## config.mk

```make
export PLATFORM = sky130hd
export DESIGN_NAME = cmd_rcvr
export DESIGN_NICKNAME = d
export VERILOG_FILES = /design/src/rtl/cmd_link_pkg.sv /design/src/rtl/cmd_rcvr_uart.sv /design/src/rtl/cmd_rcvr.sv
export SDC_FILE = /design/constraint.sdc
export NUM_CORES = 1
export LEC_CHECK = 0
export CAP_MARGIN = 20
export CORE_ASPECT_RATIO = 1.25
export CORE_MARGIN = 4
export CORE_UTILIZATION = 57
export CTS_CLUSTER_DIAMETER = 80
export DETAILED_ROUTE_END_ITERATION = 12
export MAX_ROUTING_LAYER = met4
export PLACE_DENSITY_LB_ADDON = 0.25
export SLEW_MARGIN = 25
export SYNTH_ARGS = -nofsm -noshare
export SYNTH_HDL_FRONTEND = slang
export SYNTH_SLANG_ARGS = --single-unit
```

## constraint.sdc

```tcl
create_clock -name clk -period 1.98 [get_ports clk]
set_input_delay 0.396 -clock clk [delete_from_list [all_inputs] [get_ports clk]]
set_output_delay 0.396 -clock clk [all_outputs]
set_load 0.01 [all_outputs]
```

## src/rtl/cmd_link_pkg.sv

```systemverilog
// Types and widths shared by both ends of the command link.
// The sender and the receiver must agree on these values.
package cmd_link_pkg;

    localparam int CMD_W  = 16;
    localparam int BYTE_W = 8;

    typedef enum logic {
        WAIT_HIGH,
        WAIT_LOW
    } rx_state_t;

    typedef enum logic {
        TX_IDLE,
        TX_BUSY
    } tx_state_t;

endpackage

```

## src/rtl/cmd_rcvr_uart.sv

```systemverilog
// 8N1 UART used by the command link: mid-bit receive sampling and a one-byte transmitter.
// rx_rdy is held until clr_rx_rdy. tx_done is a one-cycle pulse at the end of the stop bit.
module cmd_rcvr_uart
    import cmd_link_pkg::*;
#(
    parameter int BAUD_DIV = 434
) (
    input  logic              clk,
    input  logic              rst_n,
    input  logic              RX,
    output logic              TX,
    output logic              rx_rdy,
    input  logic              clr_rx_rdy,
    output logic [BYTE_W-1:0] rx_data,
    input  logic              trmt,
    input  logic [BYTE_W-1:0] tx_data,
    output logic              tx_done
);

    localparam int                BAUD_W    = $clog2(BAUD_DIV);
    localparam logic [BAUD_W-1:0] BAUD_LAST = BAUD_W'(BAUD_DIV - 1);
    localparam logic [BAUD_W-1:0] BAUD_HALF = BAUD_W'(BAUD_DIV / 2);

    logic [1:0]        rx_sync_q;
    logic              rx_busy_q;
    logic [3:0]        rx_bit_q;
    logic [BAUD_W-1:0] rx_baud_q;
    logic [BYTE_W-1:0] rx_shift_q;
    logic              rx_rdy_q;

    logic [BYTE_W+1:0] tx_shift_q;
    logic              tx_busy_q;
    logic [3:0]        tx_bit_q;
    logic [BAUD_W-1:0] tx_baud_q;
    logic              tx_done_q;

    // Starting at half a bit period puts every later sample in the middle of its bit.
    always_ff @(posedge clk) begin
        if (!rst_n) begin
            // NOTE: non-blocking assignments here so every flop samples pre-edge values.
            rx_sync_q  <= 2'b11;
            rx_busy_q  <= 1'b0;
            rx_bit_q   <= 4'd0;
            rx_baud_q  <= '0;
            rx_shift_q <= '0;
            rx_rdy_q   <= 1'b0;
        end else begin
            rx_sync_q <= {rx_sync_q[0], RX};
            if (clr_rx_rdy) begin
                rx_rdy_q <= 1'b0;
            end
            if (!rx_busy_q) begin
                if (!rx_sync_q[1]) begin
                    rx_busy_q <= 1'b1;
                    rx_bit_q  <= 4'd0;
                    rx_baud_q <= BAUD_HALF;
                end
            end else if (rx_baud_q == BAUD_LAST) begin
                rx_baud_q <= '0;
                rx_bit_q  <= rx_bit_q + 4'd1;
                if (rx_bit_q == 4'd0) begin
                    if (rx_sync_q[1]) begin
                        rx_busy_q <= 1'b0;
                    end
                end else if (rx_bit_q <= 4'd8) begin
                    rx_shift_q <= {rx_sync_q[1], rx_shift_q[BYTE_W-1:1]};
                end else begin
                    rx_busy_q <= 1'b0;
                    rx_rdy_q  <= rx_sync_q[1];
                end
            end else begin
                rx_baud_q <= rx_baud_q + BAUD_W'(1);
            end
        end
    end

    // The shift register refills with ones, so its LSB is the idle-high line as well.
    always_ff @(posedge clk) begin
        if (!rst_n) begin
            tx_shift_q <= '1;
            tx_busy_q  <= 1'b0;
            tx_bit_q   <= 4'd0;
            tx_baud_q  <= '0;
            tx_done_q  <= 1'b0;
        end else begin
            tx_done_q <= 1'b0;
            if (!tx_busy_q) begin
                if (trmt) begin
                    tx_shift_q <= {1'b1, tx_data, 1'b0};
                    tx_busy_q  <= 1'b1;
                    tx_bit_q   <= 4'd0;
                    tx_baud_q  <= '0;
                end
            end else if (tx_baud_q == BAUD_LAST) begin
                tx_baud_q  <= '0;
                tx_shift_q <= {1'b1, tx_shift_q[BYTE_W+1:1]};
                if (tx_bit_q == 4'd9) begin
                    tx_busy_q <= 1'b0;
                    tx_done_q <= 1'b1;
                end else begin
                    tx_bit_q <= tx_bit_q + 4'd1;
                end
            end else begin
                tx_baud_q <= tx_baud_q + BAUD_W'(1);
            end
        end
    end

    assign rx_rdy  = rx_rdy_q;
    assign rx_data = rx_shift_q;
    assign TX      = tx_shift_q[0];
    assign tx_done = tx_done_q;

endmodule

```

## src/rtl/cmd_rcvr.sv

```systemverilog
// Command-link receiver: pairs UART bytes into 16-bit commands (high byte first) and returns response bytes.
// Define CMD_RCVR_TIMEOUT_EN to drop a half-received command after TIMEOUT_CYCLES idle clocks.
module cmd_rcvr
    import cmd_link_pkg::*;
#(
    parameter int TIMEOUT_CYCLES = 100000,
    parameter int BAUD_DIV       = 434
) (
    input  logic              clk,
    input  logic              rst_n,
    input  logic              RX,
    output logic              TX,
    output logic [CMD_W-1:0]  cmd,
    output logic              cmd_rdy,
    input  logic              clr_cmd_rdy,
    input  logic [BYTE_W-1:0] resp,
    input  logic              send_resp,
    output logic              resp_sent,
    output logic              frame_err
);

    if (TIMEOUT_CYCLES < 2) begin : g_tmo_range
        $error("cmd_rcvr: TIMEOUT_CYCLES must be at least 2");
    end

    logic              rx_rdy;
    logic              clr_rx_rdy;
    logic              tx_done;
    logic [BYTE_W-1:0] rx_data;

    rx_state_t         rx_state_q, rx_state_d;
    tx_state_t         tx_state_q, tx_state_d;
    logic [BYTE_W-1:0] high_byte_q, high_byte_d;
    logic [CMD_W-1:0]  cmd_q, cmd_d;
    logic              cmd_rdy_q, cmd_rdy_d;
    logic [BYTE_W-1:0] tx_data_q, tx_data_d;
    logic              trmt_q, trmt_d;
    logic              resp_sent_q, resp_sent_d;

`ifdef CMD_RCVR_TIMEOUT_EN
    localparam int               TMO_W    = $clog2(TIMEOUT_CYCLES + 1);
    localparam logic [TMO_W-1:0] TMO_LAST = TMO_W'(TIMEOUT_CYCLES - 1);

    logic [TMO_W-1:0] tmo_cnt_q, tmo_cnt_d;
    logic             frame_err_q, frame_err_d;
`endif

    cmd_rcvr_uart #(
        .BAUD_DIV   (BAUD_DIV)
    ) iUART (
        .clk        (clk),
        .rst_n      (rst_n),
        .RX         (RX),
        .TX         (TX),
        .rx_rdy     (rx_rdy),
        .clr_rx_rdy (clr_rx_rdy),
        .rx_data    (rx_data),
        .trmt       (trmt_q),
        .tx_data    (tx_data_q),
        .tx_done    (tx_done)
    );

    always_ff @(posedge clk) begin
        if (!rst_n) begin
            rx_state_q  <= WAIT_HIGH;
            tx_state_q  <= TX_IDLE;
            high_byte_q <= '0;
            cmd_q       <= '0;
            cmd_rdy_q   <= 1'b0;
            tx_data_q   <= '0;
            trmt_q      <= 1'b0;
            resp_sent_q <= 1'b0;
`ifdef CMD_RCVR_TIMEOUT_EN
            tmo_cnt_q   <= '0;
            frame_err_q <= 1'b0;
`endif
        end else begin
            rx_state_q  <= rx_state_d;
            tx_state_q  <= tx_state_d;
            high_byte_q <= high_byte_d;
            cmd_q       <= cmd_d;
            cmd_rdy_q   <= cmd_rdy_d;
            tx_data_q   <= tx_data_d;
            trmt_q      <= trmt_d;
            resp_sent_q <= resp_sent_d;
`ifdef CMD_RCVR_TIMEOUT_EN
            tmo_cnt_q   <= tmo_cnt_d;
            frame_err_q <= frame_err_d;
`endif
        end
    end

    always_comb begin
        // NOTE: every output gets a default first so no path leaves it unassigned (no latches).
        rx_state_d  = rx_state_q;
        high_byte_d = high_byte_q;
        cmd_d       = cmd_q;
        cmd_rdy_d   = cmd_rdy_q;
        clr_rx_rdy  = 1'b0;
`ifdef CMD_RCVR_TIMEOUT_EN
        tmo_cnt_d   = tmo_cnt_q;
        frame_err_d = 1'b0;
`endif
        // Acknowledge first so a completing low byte in the same cycle overrides it.
        if (clr_cmd_rdy) begin
            cmd_rdy_d = 1'b0;
        end
        case (rx_state_q)
            WAIT_HIGH: begin
                if (rx_rdy) begin
                    high_byte_d = rx_data;
                    clr_rx_rdy  = 1'b1;
                    cmd_rdy_d   = 1'b0;
`ifdef CMD_RCVR_TIMEOUT_EN
                    tmo_cnt_d   = '0;
`endif
                    rx_state_d  = WAIT_LOW;
                end
            end
            WAIT_LOW: begin
                if (rx_rdy) begin
                    cmd_d      = {high_byte_q, rx_data};
                    cmd_rdy_d  = 1'b1;
                    clr_rx_rdy = 1'b1;
                    rx_state_d = WAIT_HIGH;
                end
`ifdef CMD_RCVR_TIMEOUT_EN
                else if (tmo_cnt_q == TMO_LAST) begin
                    frame_err_d = 1'b1;
                    rx_state_d  = WAIT_HIGH;
                end else begin
                    tmo_cnt_d = tmo_cnt_q + TMO_W'(1);
                end
`endif
            end
            default: rx_state_d = WAIT_HIGH;
        endcase
    end

    always_comb begin
        tx_state_d  = tx_state_q;
        tx_data_d   = tx_data_q;
        trmt_d      = 1'b0;
        resp_sent_d = resp_sent_q;
        case (tx_state_q)
            TX_IDLE: begin
                if (send_resp) begin
                    tx_data_d   = resp;
                    trmt_d      = 1'b1;
                    resp_sent_d = 1'b0;
                    tx_state_d  = TX_BUSY;
                end
            end
            TX_BUSY: begin
                if (tx_done) begin
                    resp_sent_d = 1'b1;
                    tx_state_d  = TX_IDLE;
                end
            end
            default: tx_state_d = TX_IDLE;
        endcase
    end

    assign cmd       = cmd_q;
    assign cmd_rdy   = cmd_rdy_q;
    assign resp_sent = resp_sent_q;
`ifdef CMD_RCVR_TIMEOUT_EN
    assign frame_err = frame_err_q;
`else
    assign frame_err = 1'b0;
`endif

endmodule

```

Word-level counts from Yosys, hierarchy flattened
Index checks and enable logic that the tools add are counted.
{ "classes": {"addsub": 4, "multipliers": 0, "n_div": 0, "n_lt_le_gt_ge": 1, "n_eq_ne": 9, "shifts": 0, "muxes": 44, "bitwise_logic": 4, "reduce_logical": 12} }
{ "ops": {"columns": ["operator", "count"], "rows": [
  ["9-bit two-way mux", 6],
  ["10-bit two-way mux", 3],
  ["4-bit two-way mux", 7],
  ["1-bit two-way mux", 24],
  ["9-bit by 1-bit adder with 9-bit output (second input constant)", 2],
  ["9-bit equality test (second input constant)", 2],
  ["2-bit AND reduction", 6],
  ["2-bit inequality test (second input constant)", 5],
  ["4-bit by 1-bit adder with 4-bit output (second input constant)", 2],
  ["1-bit case mux with 2 select lines", 4],
  ["3-bit AND reduction", 2],
  ["4-bit equality test (second input constant)", 1],
  ["4-bit <= comparator (second input constant)", 1],
  ["4-bit logical NOT", 1],
  ["1-bit inverter", 4],
  ["4-bit AND reduction", 1],
  ["2-bit by 1-bit inequality test with 1-bit output (second input constant)", 1],
  ["2-bit nonzero test", 1],
  ["2-bit OR reduction", 1]
]} }
{ "totals": {"ff_bits": 87, "latchBits": 0, "mem_bits_rw": 0, "mem_bits_ro": 0, "in_bits": 13, "output_inout_bits": 20, "wordCells": 93, "n_memories": 0} }

Logic depth before layout (Yosys ltp)
{ "logic_depth": {"word_depth": 6, "mapped_depth": 7, "ltp_nobuf": 6} }

By module
From an unflattened synthesis, not the netlist that was laid out.
{ "hier_totals": {"cells_unflattened": 407, "area_unflattened_um2": 3843.7} }
{ "modules_own_cells": {"columns": ["mod", "n_inst", "cells_each", "area_per_inst_um2", "seq_area_each_um2"], "rows": [
  ["cmd_rcvr_uart", 1, 273, 2393.5, 980.9],
  ["cmd_rcvr", 1, 134, 1450.1, 740.7]
]} }

Worst setup path after synthesis
OpenSTA, ideal clock, no wires.
{ "synth_timing": {"path_type": "reg2reg", "startpoint": "reg iUART.tx_baud_q[1]", "endpoint": "reg iUART.tx_baud_q[3]", "setup_time_ns": 0.074, "arrival_ns": 1.597, "required_time_ns": 1.906, "setup_slack_ns": 0.308, "stages_incl_launch_ff": 8, "path_buffers": 1, "period_less_slack_ns": 1.672, "cell_sequence": "dfxtp_1 > inv_1 > ha_1 > and4b_4 > and2_4 > buf_6 > or4_1 > a31oi_1"} }
{ "synth_between": {"elab_chain_cells": 3, "elab_cells_between_ends": 4} }
{ "synth_rtl": {"columns": ["item", "line_no", "source"], "rows": [
  ["start, declared", "cmd_rcvr_uart.sv:34", "logic [BAUD_W-1:0] tx_baud_q;"],
  ["start signal, assigned", "cmd_rcvr_uart.sv:104", "tx_baud_q <= tx_baud_q + BAUD_W'(1);"],
  ["9-bit by 1-bit adder with 9-bit output or 9-bit equality test (tied branches)", "cmd_rcvr_uart.sv:104, cmd_rcvr_uart.sv:94", null],
  ["9-bit two-way mux *", "cmd_rcvr_uart.sv:94", "end else if (tx_baud_q == BAUD_LAST) begin"],
  ["9-bit two-way mux *", "cmd_rcvr_uart.sv:87", "if (!tx_busy_q) begin"]
]} }
Every way passes the cells marked *; elsewhere a longest branch is shown, timed or not.
A chain may end at the register's enable or synchronous reset.

Final worst setup path
{ "layout_timing": {"startpoint": "reg iUART.tx_baud_q[0]", "endpoint": "reg iUART.tx_bit_q[0]"} }
{ "layout_between": {"elab_chain_cells": 3} }
{ "layout_rtl": {"columns": ["item", "line_no", "source"], "rows": [
  ["9-bit equality test", "cmd_rcvr_uart.sv:94", null],
  ["2-bit inequality test (no source line)", null, null],
  ["3-bit AND reduction (no source line)", null, null],
  ["end signal, assigned", "cmd_rcvr_uart.sv:101", "tx_bit_q <= tx_bit_q + 4'd1;"],
  ["end, declared", "cmd_rcvr_uart.sv:33", "logic [3:0] tx_bit_q;"]
]} }
No other way between the ends.

==> out/results.txt <==
worst hold path class: reg -> reg
outcome: complete, no violations
RSZ-0062 raised after global routing: false
residual DRC count: 0
Std-Cell Rows: 32
CP top delay family: simple AND/OR/NAND/NOR gates
I/O pins: 33
Port-buffer cells: 31
fillers: 508
Synth area leader: dfxtp_1
Worst-path clk slew: 0.09 ns
Longest Clk Path Bufs: 2
post-synthesis sequential area ratio: 0.471
total negative slack: 0 ns
syn_nets: 422
share of cells above drive strength 1: 0.101
CTS Hold Bufs: 0
worst path cell trace: ha_1 > and4b_4 > and2_4 > or3b_1 > o22ai_1
DRT Wirelength: 7.43 mm
vias in the first global route: 2828
Main synth FF type: dfxtp_1
Total Routing Usage GR: 0.207
drt first pass iters: 4
Cells after Synth: 399
Data required, critical path: 2.26 ns
YS warnings: 0
synth top area cells: dfxtp_1 47%, mux2i_1 9.0%, nand2_1 6.2%
commonest cells after routing, fill and taps aside: 86 x dfxtp_1, 60 x nand2_1, 41 x nor2_1
post-synth cell types: 60
grt ovf: 0
max-slew violations: 0
final hold vios: 0
Final Skew: 0.0103 ns
Post-CTS Setup Inserts: 0
pin count of the biggest net entering global routing: 30
RePlAce Congestion: 0.863
CP bufs+invs: 0
syn avg cell area: 9.16 sq um
final core occ: 0.690
DR vias: 2946
antenna violations before repair: 0
post-route cell area: 0.00428 sq mm
die span in y: 97.5 microns
FF+latch area: 0.00172 sq mm
EDFF count, synth: 0
clk sinks: 86
CTS resizes: 0
wire per inst: 14.3 microns
first-pass GRT wire length: 12.7 mm
Critical Path Start Type: register
fmax: 0.572 GHz
most common cell after layout, fill and taps aside: dfxtp_1
fin crit period: 1.75 ns
mapped cell area: 0.00365 sq mm
Die Span X: 79.6 microns
Yosys top cell area share: 0.471
Final ANT Viol Nets: 0
crit path kind: reg -> reg
Max-Cap Viols: 0
CP max stage delay: 0.44 ns
clock buffer count from CTS: 9
worst-path maximum fanout: 8
async set-reset flop share out of synthesis: 0
slowest CP cell: dfxtp_1
clock root buffer: clkbuf_8
final HPWL from detailed placement: 5.08 mm
Power Density: 752 mW/mm^2
initial core utilization: 0.589
ANT cells: 0
Peak VDD IR: 479 uV
P&R area growth vs syn: 17.2%
Die Area: 0.00776 sq mm
# setup viols final: 0
multi-input combinational cell area: 0.00180 sq mm
Iteration-0 DRC Markers: 173
Arr. time, crit path: 2.03 ns
Leakage: 1.57 nW
CTS tree: yes
crit path capture type: register
H-tree levels: 3
DP Area: 0.00408 sq mm
Tcrit/Tclk final: 0.882
Vias/cell: 5.65
Worst-Skew Late Latency: 0.36 ns
nets@finish: 454
core area: 0.00621 sq mm
flops & latches, synth: 86
worst reg2reg max path: stages (launching register included):
cell and delay, ns:
dfxtp_1 0.44, ha_1 0.19, and4b_4 0.30, and2_4 0.21
or3b_1 0.38, o22ai_1 0.17
sequential cells by signal (all words and copies together) (netlist names):
| signal | count |
|---|---|
| tx_state_q | 1 |
| iUART.rx_busy_q | 1 |
| resp_sent | 1 |
| iUART.rx_bit_q | 4 |
| iUART.tx_shift_q | 9 |
| iUART.tx_bit_q | 4 |
| cmd_rdy | 1 |
| iUART.rx_sync_q | 2 |
| iUART.rx_data | 8 |
| tx_data_q | 8 |
| trmt_q | 1 |
| iUART.rx_baud_q | 9 |
| iUART.tx_done | 1 |
| iUART.tx_busy_q | 1 |
| cmd | 16 |
| iUART.tx_baud_q | 9 |
| rx_state_q | 1 |
| iUART.rx_rdy | 1 |
| high_byte_q | 8 |
logic make-up after synthesis:
logic type                 share of synthesized area
muxes                                         0.0935
adders and majority gates                     0.0342
xor gates and xnor gates                     0.00480
DFF                                            0.471
and+or+nand+nor                                0.219
buffers and inverters                         0.0356
other                                        0.00103
AOI/OAI and AO/OA                              0.141
metrics by stage:
step	hold slack (ns)	worst slack [ns]	power (W)	std cells
6_report	0.426	0.233	0.00322	521
5_1_grt	0.459	0.123	0.00336	521
2_1_floorplan	0.386	0.308	0.00196	399
4_1_cts	0.431	0.259	0.00324	521
3_3_place_gp	0.399	0.174	0.00204	505
3_5_place_dp	0.398	0.103	0.00204	505
per-layer routing:
layer / vias up / GRT usage / share of wire / wire [microns]
li1: 1471 / - / - / -
met1: 1393 / 0.242 / 0.43 / 3220
met2: 66 / 0.340 / 0.50 / 3750
met3: 16 / 0.0492 / 0.042 / 314
met4: 0 / 0.0807 / 0.020 / 147
met5: - / - / 0 / 0
final timing paths:
check                                  start  slack (ns)                        endpoint  depth (start not counted)
max          iUART.tx_baud_q[0]$_SDFFE_PN0P_        0.23  iUART.tx_bit_q[0]$_SDFFE_PN0P_                          5
min            iUART.rx_sync_q[0]$_SDFF_PN1_        0.43   iUART.rx_sync_q[1]$_SDFF_PN1_                          1
max reg2reg  iUART.tx_baud_q[0]$_SDFFE_PN0P_        0.23  iUART.tx_bit_q[0]$_SDFFE_PN0P_                          5
min reg2reg    iUART.rx_sync_q[0]$_SDFF_PN1_        0.43   iUART.rx_sync_q[1]$_SDFF_PN1_                          1
cells in the mapped netlist, types with 2 or more instances:
library cell  number
or3b_2             3
clkbuf_1          13
mux2i_1           33
nor3_1             9
nand3_1            9
a221o_1            7
a21oi_1           23
and3_1             2
nor2_1            41
nor2b_1            7
nand2_1           60
a211oi_1           4
o21ai_0           12
dfxtp_1           86
xor2_1             2
a32o_1             2
nor4_1             2
a22oi_1            2
and3_2             2
buf_2              5
nand2b_1           8
o22ai_1            2
inv_1              8
ha_1              10
or3_1              2
a311oi_1           2
a31oi_1            7
nand3b_1           2
o31a_1             3
layout make-up:
type,instances,area share
multi-input combinational,283,0.421
sequential,86,0.402
timing repair buffer,42,0.0976
clock buffer,9,0.0289
tap,85,0.0248
clock inverter,7,0.0175
inverter,9,0.00789
power by group:
group	switching, W	internal, W
clock network	0.000715	0.000499
registers	0.0000378	0.00177
logic	0.000106	0.0000938
total	0.000858	0.00236
(Power assumes the default switching activity.)
